[config.mk]
export PLATFORM = sky130hd
export DESIGN_NAME = uart_tx_feeder_flat
export DESIGN_NICKNAME = d
export VERILOG_FILES = /design/src/rtl/uart_tx_feeder_if.sv /design/src/rtl/uart_tx_feeder.sv /design/src/flat_wrapper.sv
export SDC_FILE = /design/constraint.sdc
export NUM_CORES = 1
export LEC_CHECK = 0
export CAP_MARGIN = 40
export CORE_MARGIN = 4
export CORE_UTILIZATION = 55
export DETAILED_ROUTE_END_ITERATION = 7
export GPL_ROUTABILITY_DRIVEN = 0
export GPL_TIMING_DRIVEN = 1
export PLACE_DENSITY = 0.79
export SKIP_CTS_REPAIR_TIMING = 1
export SYNTH_ARGS = -nofsm -noshare
export SYNTH_HDL_FRONTEND = slang
export SYNTH_SLANG_ARGS = --single-unit
export TNS_END_PERCENT = 5
[constraint.sdc]
create_clock -name clk -period 2.7 [get_ports clk]
set_clock_uncertainty 0.05 [all_clocks]
set_input_delay 0.54 -clock clk [delete_from_list [all_inputs] [get_ports clk]]
set_output_delay 0.54 -clock clk [all_outputs]
set_load 0.005 [all_outputs]
[src/rtl/uart_tx_feeder_if.sv]
// Producer write port and uart handshake bundle for uart_tx_feeder.
interface uart_tx_feeder_if #(
   parameter int ADDR_W = 3
);
   logic              wr_en;
   logic [7:0]        wr_data;
   logic              full;
   logic              empty;
   logic [ADDR_W:0]   count;
   logic              overflow;
   logic              Tx_busy;
   logic              Tx_wr;
   logic [7:0]        Tx_data;
   logic [15:0]       tx_sent;

   modport master (
      output wr_en, wr_data, Tx_busy,
      input  full, empty, count, overflow, Tx_wr, Tx_data, tx_sent
   );

   modport slave (
      input  wr_en, wr_data, Tx_busy,
      output full, empty, count, overflow, Tx_wr, Tx_data, tx_sent
   );
endinterface

[src/rtl/uart_tx_feeder.sv]
// Byte FIFO that paces single-cycle Tx_wr pulses to a uart on Tx_busy.
// Define UART_TX_FEEDER_STATS_EN to count completed transfers on tx_sent.
module uart_tx_feeder #(
   parameter int DEPTH       = 8,
   parameter int ADDR_W      = 3,
   parameter int ACK_TIMEOUT = 16
) (
   input logic             clk,
   input logic             reset,
   uart_tx_feeder_if.slave bus
);
   localparam int                TW           = (ACK_TIMEOUT > 2) ? $clog2(ACK_TIMEOUT) : 1;
   localparam logic [TW-1:0]     TIMEOUT_LAST = TW'(ACK_TIMEOUT - 1);
   localparam logic [ADDR_W:0]   FULL_COUNT   = (ADDR_W + 1)'(DEPTH);

   localparam logic [1:0] IDLE      = 2'd0;
   localparam logic [1:0] REQ       = 2'd1;
   localparam logic [1:0] WAIT_ACK  = 2'd2;
   localparam logic [1:0] WAIT_DONE = 2'd3;

   logic [7:0]        mem [DEPTH];
   logic [ADDR_W-1:0] wr_ptr;
   logic [ADDR_W-1:0] rd_ptr;
   logic [ADDR_W:0]   count;
   logic [1:0]        state;
   logic [TW-1:0]     tcnt;
   logic [7:0]        tx_data;
   logic              overflow;
   logic              full;
   logic              empty;
   logic              push;
   logic              pop;

   assign full  = (count == FULL_COUNT);
   assign empty = (count == '0);
   assign pop   = (state == WAIT_ACK) && bus.Tx_busy;
   // A full FIFO still takes a write in the same cycle its head is acknowledged.
   assign push  = bus.wr_en && (!full || pop);

   // NOTE: the byte storage is deliberately not reset; count/pointers define validity.
   always_ff @(posedge clk) begin
      if (push) mem[wr_ptr] <= bus.wr_data;
   end

   // NOTE: registers use non-blocking assignments so every update sees pre-edge values.
   always_ff @(posedge clk or negedge reset) begin
      if (!reset) begin
         wr_ptr   <= '0;
         rd_ptr   <= '0;
         count    <= '0;
         overflow <= 1'b0;
      end else begin
         if (push) wr_ptr <= wr_ptr + 1'b1;
         if (pop)  rd_ptr <= rd_ptr + 1'b1;
         case ({push, pop})
            2'b10:   count <= count + 1'b1;
            2'b01:   count <= count - 1'b1;
            default: count <= count;
         endcase
         if (bus.wr_en && !push) overflow <= 1'b1;
      end
   end

   always_ff @(posedge clk or negedge reset) begin
      if (!reset) begin
         state   <= IDLE;
         tcnt    <= '0;
         tx_data <= 8'h00;
      end else begin
         case (state)
            IDLE: begin
               // Another source may hold the uart busy; wait for it to free up.
               if (!empty && !bus.Tx_busy) begin
                  tx_data <= mem[rd_ptr];
                  state   <= REQ;
               end
            end
            REQ: begin
               tcnt  <= '0;
               state <= WAIT_ACK;
            end
            WAIT_ACK: begin
               if (bus.Tx_busy)               state <= WAIT_DONE;
               else if (tcnt == TIMEOUT_LAST) state <= REQ;
               else                           tcnt  <= tcnt + 1'b1;
            end
            WAIT_DONE: begin
               if (!bus.Tx_busy) state <= IDLE;
            end
            default: state <= IDLE;
         endcase
      end
   end

`ifdef UART_TX_FEEDER_STATS_EN
   logic [15:0] tx_sent;

   always_ff @(posedge clk or negedge reset) begin
      if (!reset) begin
         tx_sent <= 16'h0000;
      end else if (state == WAIT_DONE && !bus.Tx_busy && tx_sent != 16'hFFFF) begin
         tx_sent <= tx_sent + 1'b1;
      end
   end

   assign bus.tx_sent = tx_sent;
`else
   assign bus.tx_sent = 16'h0000;
`endif

   assign bus.full     = full;
   assign bus.empty    = empty;
   assign bus.count    = count;
   assign bus.overflow = overflow;
   assign bus.Tx_wr    = (state == REQ);
   assign bus.Tx_data  = tx_data;
endmodule

[src/flat_wrapper.sv]
// flat-port wrapper written by rule: the top's interface ports become plain ports
module uart_tx_feeder_flat 
#(
   parameter int DEPTH       = 8,
   parameter int ADDR_W      = 3,
   parameter int ACK_TIMEOUT = 16
)
  (clk, reset, bus_wr_en, bus_wr_data, bus_Tx_busy, bus_full, bus_empty, bus_count, bus_overflow, bus_Tx_wr, bus_Tx_data, bus_tx_sent);
  uart_tx_feeder_if #(.ADDR_W(ADDR_W)) bus_i ();
  input logic clk;
  input logic reset;
  input wire logic [$bits(bus_i.wr_en)-1:0] bus_wr_en;
  input wire logic [$bits(bus_i.wr_data)-1:0] bus_wr_data;
  input wire logic [$bits(bus_i.Tx_busy)-1:0] bus_Tx_busy;
  output wire logic [$bits(bus_i.full)-1:0] bus_full;
  output wire logic [$bits(bus_i.empty)-1:0] bus_empty;
  output wire logic [$bits(bus_i.count)-1:0] bus_count;
  output wire logic [$bits(bus_i.overflow)-1:0] bus_overflow;
  output wire logic [$bits(bus_i.Tx_wr)-1:0] bus_Tx_wr;
  output wire logic [$bits(bus_i.Tx_data)-1:0] bus_Tx_data;
  output wire logic [$bits(bus_i.tx_sent)-1:0] bus_tx_sent;
  assign bus_i.wr_en = bus_wr_en;
  assign bus_i.wr_data = bus_wr_data;
  assign bus_i.Tx_busy = bus_Tx_busy;
  assign bus_full = bus_i.full;
  assign bus_empty = bus_i.empty;
  assign bus_count = bus_i.count;
  assign bus_overflow = bus_i.overflow;
  assign bus_Tx_wr = bus_i.Tx_wr;
  assign bus_Tx_data = bus_i.Tx_data;
  assign bus_tx_sent = bus_i.tx_sent;
  uart_tx_feeder #(.DEPTH(DEPTH), .ADDR_W(ADDR_W), .ACK_TIMEOUT(ACK_TIMEOUT)) u_core (.clk(clk), .reset(reset), .bus(bus_i));
endmodule
**After elaboration in Yosys (flattened, before gate mapping)**

Memory sizes are Yosys's and may differ from the RTL's. A register that Yosys moved wholly into a read port is not among the register bits.
Index checks and enable logic that the tools add are counted.
W data, S select, Z words.

- Add/subtract/negate cells: 5
- Equality and inequality tests: 12
- Reductions and logical operators: 17
- Multiplexer cells: 11

Operators by type and width:

| kind | count |
|---|---|
| $pmux W4 S2 | 2 |
| $add A4 B1 Y4 const B | 2 |
| $eq A4 B4 Y1 const B | 2 |
| $mux W2 | 4 |
| $mux W4 | 2 |
| $pmux W2 S4 | 1 |
| $add A3 B1 Y3 const B | 2 |
| $eq A2 B2 Y1 const B | 3 |
| $ne A2 B2 Y1 const B | 3 |
| $reduce_and A3 Y1 | 2 |
| $logic_not A1 Y1 | 5 |
| $eq A2 B1 Y1 const B | 2 |
| $logic_and A1 B1 Y1 | 4 |
| $logic_not A4 Y1 | 1 |
| $reduce_bool A2 Y1 | 2 |
| $sub A4 B1 Y4 const B | 1 |
| $ne A3 B3 Y1 const B | 1 |
| $logic_not A2 Y1 | 1 |
| $mux W1 | 2 |
| $ne A2 B1 Y1 const B | 1 |
| $reduce_and A2 Y1 | 1 |
| $logic_or A1 B1 Y1 | 1 |

- RAM bits: 64
- Memories kept: 1
- Word-level logic and storage cells: 52
- Flip-flop bits (word level): 17
- Output and inout port bits: 32

Memory list:

| name | depth | bits a word | read ports | clocked after Yosys merged registers in | write ports | RTL line | text |
|---|---|---|---|---|---|---|---|
| u_core.mem | 8 | 8 | 1 | 1 | 1 | uart_tx_feeder.sv:21 | `logic [7:0] mem [DEPTH];` |

**Depth between registers and ports, before layout**

- Depth in word-level cells: 6
- Gate-level depth with buffers: 8
- Gate-level depth less buffers: 7

**Least setup slack after synthesis**

OpenSTA, ideal clock, no wires.

- Kind: input-to-reg
- From: input port bus_Tx_busy
- To: memory u_core.mem[0][0], enable pin
- Arrival: 1.692 ns
- Library setup time: 0.383 ns
- Cell stages on the path: 4
- Data required time: 2.267 ns
- Slack: 0.575 ns
- Buffers on the path: 0
- Cells stage by stage: nand3b_1 nand2_1 nand2b_1 nor3_1

- Cells in the longest elaborated chain, start to end: 5

Ends and longest elaborated chain:

| item | RTL line | text |
|---|---|---|
| start, declared | flat_wrapper.sv:14 | `input wire logic [$bits(bus_i.Tx_busy)-1:0] bus_Tx_busy;` |
| $logic_and A1 B1 Y1 | uart_tx_feeder.sv:36 | `assign pop = (state == WAIT_ACK) && bus.Tx_busy;` |
| $logic_or A1 B1 Y1 | uart_tx_feeder.sv:38 | `assign push = bus.wr_en && (!full \|\| pop);` |
| $logic_and A1 B1 Y1 | uart_tx_feeder.sv:38 |  |
| $mux W1 | uart_tx_feeder.sv:42 | `if (push) mem[wr_ptr] <= bus.wr_data;` |
| $mux W1 (not written as such) | uart_tx_feeder.sv:42 |  |
| end, declared | uart_tx_feeder.sv:21 |  |

No other way between the ends.

**Worst setup path after layout**

- From: register u_core.count[0] (netlist: u_core.bus.count[0])
- To: output port bus_empty

- Cells in the longest elaborated chain, start to end: 1

Ends and longest elaborated chain:

| item | RTL line | text |
|---|---|---|
| start, declared | uart_tx_feeder.sv:24 | `logic [ADDR_W:0] count;` |
| start signal, assigned | uart_tx_feeder.sv:56 | `2'b10: count <= count + 1'b1;` |
| start signal, assigned | uart_tx_feeder.sv:57 | `2'b01: count <= count - 1'b1;` |
| start signal, assigned | uart_tx_feeder.sv:58 | `default: count <= count;` |
| $logic_not A4 Y1 | uart_tx_feeder.sv:35 | `assign empty = (count == '0);` |
| end, declared | flat_wrapper.sv:16 | `output wire logic [$bits(bus_i.empty)-1:0] bus_empty;` |

No other way between the ends.

==> reports/metrics.cfg <==
[timing]
period_needed_ns = 2.50
final.setup.worst_slack_ns = 0.198
period_share_pct = 92.7
rsz0062_at_grt = false
tns_ns = 0
relSlewSlack_pct = 48.5
drv_slew = 0
finalHoldViolations = 0
tightest_slew_ns = 0.773
fin_hold_ws_ns = 0.434
finalSetupViolations = 0
max_freq_mhz = 400

[finish]
diodes = 0
fin_util_pct = 66.7
fin_nets = 285
stdcell_area_um2 = 4310
final_cell_mix = edfxtp_1, clkdlybuf4s50_1, dfrtp_1
layout-drive-gt1-share_pct = 17.9
mostFrequentLayoutCell = edfxtp_1
synthToLayoutAreaGrowth_pct = 15.6
final_cells = 351
fill_cells = 440

[pwr]
p_comb_share_pct = 30.0
cellLeakagePower_nw = 1.60
switching_share_pct = 30.2
p_total_mw = 4.43
switching_power_mw = 1.34
pwr-share-clk_pct = 22.9
p_seq_share_pct = 47.2
ir_drop_mv = 0.392
internal_power_mw = 3.09
pwr_density_cell_nw_per_um2 = 1030

[status]
outcome = completed

[clock_tree]
htreeDepth = 3
cts_tree = done
cts_buffers = 9
clk_pin_slew_ns = 0.08
clk_latency_ns = 0.35
cts_root_buffer = clkbuf_8
clkSinkCount = 89
clock_tree.buffer_depth = 2

[synthesis]
synth_edf_count = 64
ys_seq_elements = 89
synth_top_family_by_area = multiplexers
yosys.area.top_type = edfxtp_1
ys_types = 38
synth_fa_ha_area_share_pct = 1.34
synth_warnings = 0
synth_area_leaders = edfxtp_1, dfrtp_1, mux4_2
synth_simple_gate_area_share_pct = 6.55
ys_seq_area_share_pct = 68.4
avgSynthCellArea_um2 = 16.2
synth_async_sr_flop_share_pct = 28.1
synth_mux_area_share_pct = 12.8
netlist_instances = 230
ys.flop_type = edfxtp_1
synthXorXnorAreaFrac_pct = 1.65
synth_top_cell_area_share_pct = 51.6
synth_compound_area_share_pct = 4.10
synth_area_um2 = 3730

[drt]
post-route-drc-count = 0
routed_wl_um = 6200
ant_nets = 0
vias = 1943
dr.first_iter.drc_count = 166
firstDrtPassIters = 4
post_drt_wl_per_cell_um = 17.7
avgViaCountPerCell = 5.54

[critical_path]
critPathMaxFanout = 6
r2r_end = u_core.bus.count[2]$_DFFE_PN0P_
reg2reg_depth = 7
endpoint_kind = primary output
cp.arrival_ns = 1.91
r2r-start = u_core.state[0]$_DFFE_PN0P_
required_ns = 2.11
setup.worst_path.end = bus_empty
reg2reg_slack_ns = 0.65
critical_path_class = flop to primary output
cp-start-kind = flop
worstSetupStartpoint = u_core.bus.count[0]$_DFFE_PN0P_

[worst_hold_path]
min_path_type = flop to flop

[place]
port-buffer-count = 27
place_inst = 335
place_ws_ns = 0.0639
placed_cell_area_um2 = 4080
dp_hpwl_um = 4150

[die]
die_area_um2 = 8160
rows = 29
ioPinCount = 44
die_h_um = 90.3
die_x_um = 90.3
core_area_um2 = 6460
start_util_pct = 57.7

[grt]
gr-usage-all-layers_pct = 16.2
grt_max_degree = 26
antenna_found_initial = 0
first_global_vias = 1892
grt_pass1_wl_um = 9960
grt_overflow = 0

[job]
drv_cap = 0

## routing by layer
layer / GRT usage (%) / share of wire, %
met5: 0 / 0
met4: 8.42 / 1.8
met3: 2.92 / 4.5
met2: 24.5 / 48
met1: 22.8 / 46
## registers in the layout (all words and copies together) (netlist names)
name,count
u_core.bus.count,4
u_core.mem,64
u_core.bus.overflow,1
u_core.state,2
u_core.rd_ptr,3
u_core.wr_ptr,3
u_core.bus.Tx_data,8
u_core.tcnt,4
## cell usage after synthesis, types with 2 or more instances
cell type,count
edfxtp_1,64
or2_1,2
buf_1,2
o21ai_1,12
nor4_1,2
dfrtp_1,25
xor2_1,2
nand3b_1,3
buf_4,18
nand2b_1,3
mux4_2,16
mux2_1,2
buf_2,4
xnor2_1,5
clkbuf_1,2
ha_1,4
inv_1,4
mux2i_1,8
nor2_1,6
nand2_1,16
nor3_1,7
nand3_1,7
## area by class of cell
class | count | area [um2] | share of cell area, %
clock buffer | 9 | 124 | 2.88
clock inverter | 7 | 101 | 2.35
inverter | 5 | 18.8 | 0.436
multi-input combinational | 125 | 1050 | 24.3
sequential | 89 | 2550 | 59.2
tap | 77 | 96.3 | 2.24
timing repair buffer | 39 | 373 | 8.66
## cell families after synthesis
kind of cell | Yosys count
AOI/OAI and AO/OA | 22
xor gates and xnor gates | 7
adders and majority gates | 4
buffers and inverters | 31
DFF | 89
muxes | 27
other | 1
and+or+nand+nor | 49
## power by group through the flow
stage	sequential, mW	combinational, mW	clock (mW)
after floorplan	1.95	0.992	0
after global routing	2.13	1.46	1.09
after global placement	2.10	1.31	0
after CTS	2.09	1.35	1.04
final	2.09	1.33	1.01
after detailed placement	2.12	1.35	0
## worst min-delay path by stage
stage                                          startpoint                                end  slack [ns]  depth (start not counted)
after floorplan                                     reset  u_core.bus.Tx_data[0]$_DFFE_PN0P_        0.19                          0
final                     u_core.bus.overflow$_DFFE_PN0P_    u_core.bus.overflow$_DFFE_PN0P_        0.43                          1
after detailed placement  u_core.bus.overflow$_DFFE_PN0P_    u_core.bus.overflow$_DFFE_PN0P_        0.42                          1
after global placement    u_core.bus.overflow$_DFFE_PN0P_    u_core.bus.overflow$_DFFE_PN0P_        0.41                          1
after CTS                 u_core.bus.overflow$_DFFE_PN0P_    u_core.bus.overflow$_DFFE_PN0P_        0.44                          1
after global routing      u_core.bus.overflow$_DFFE_PN0P_    u_core.bus.overflow$_DFFE_PN0P_        0.46                          1
## critical path: stages, from the launching register on
cell,delay (ns)
dfrtp_1,0.46
nor4_1,0.51
clkdlybuf4s50_1,0.60
(Power assumes the default switching activity.)
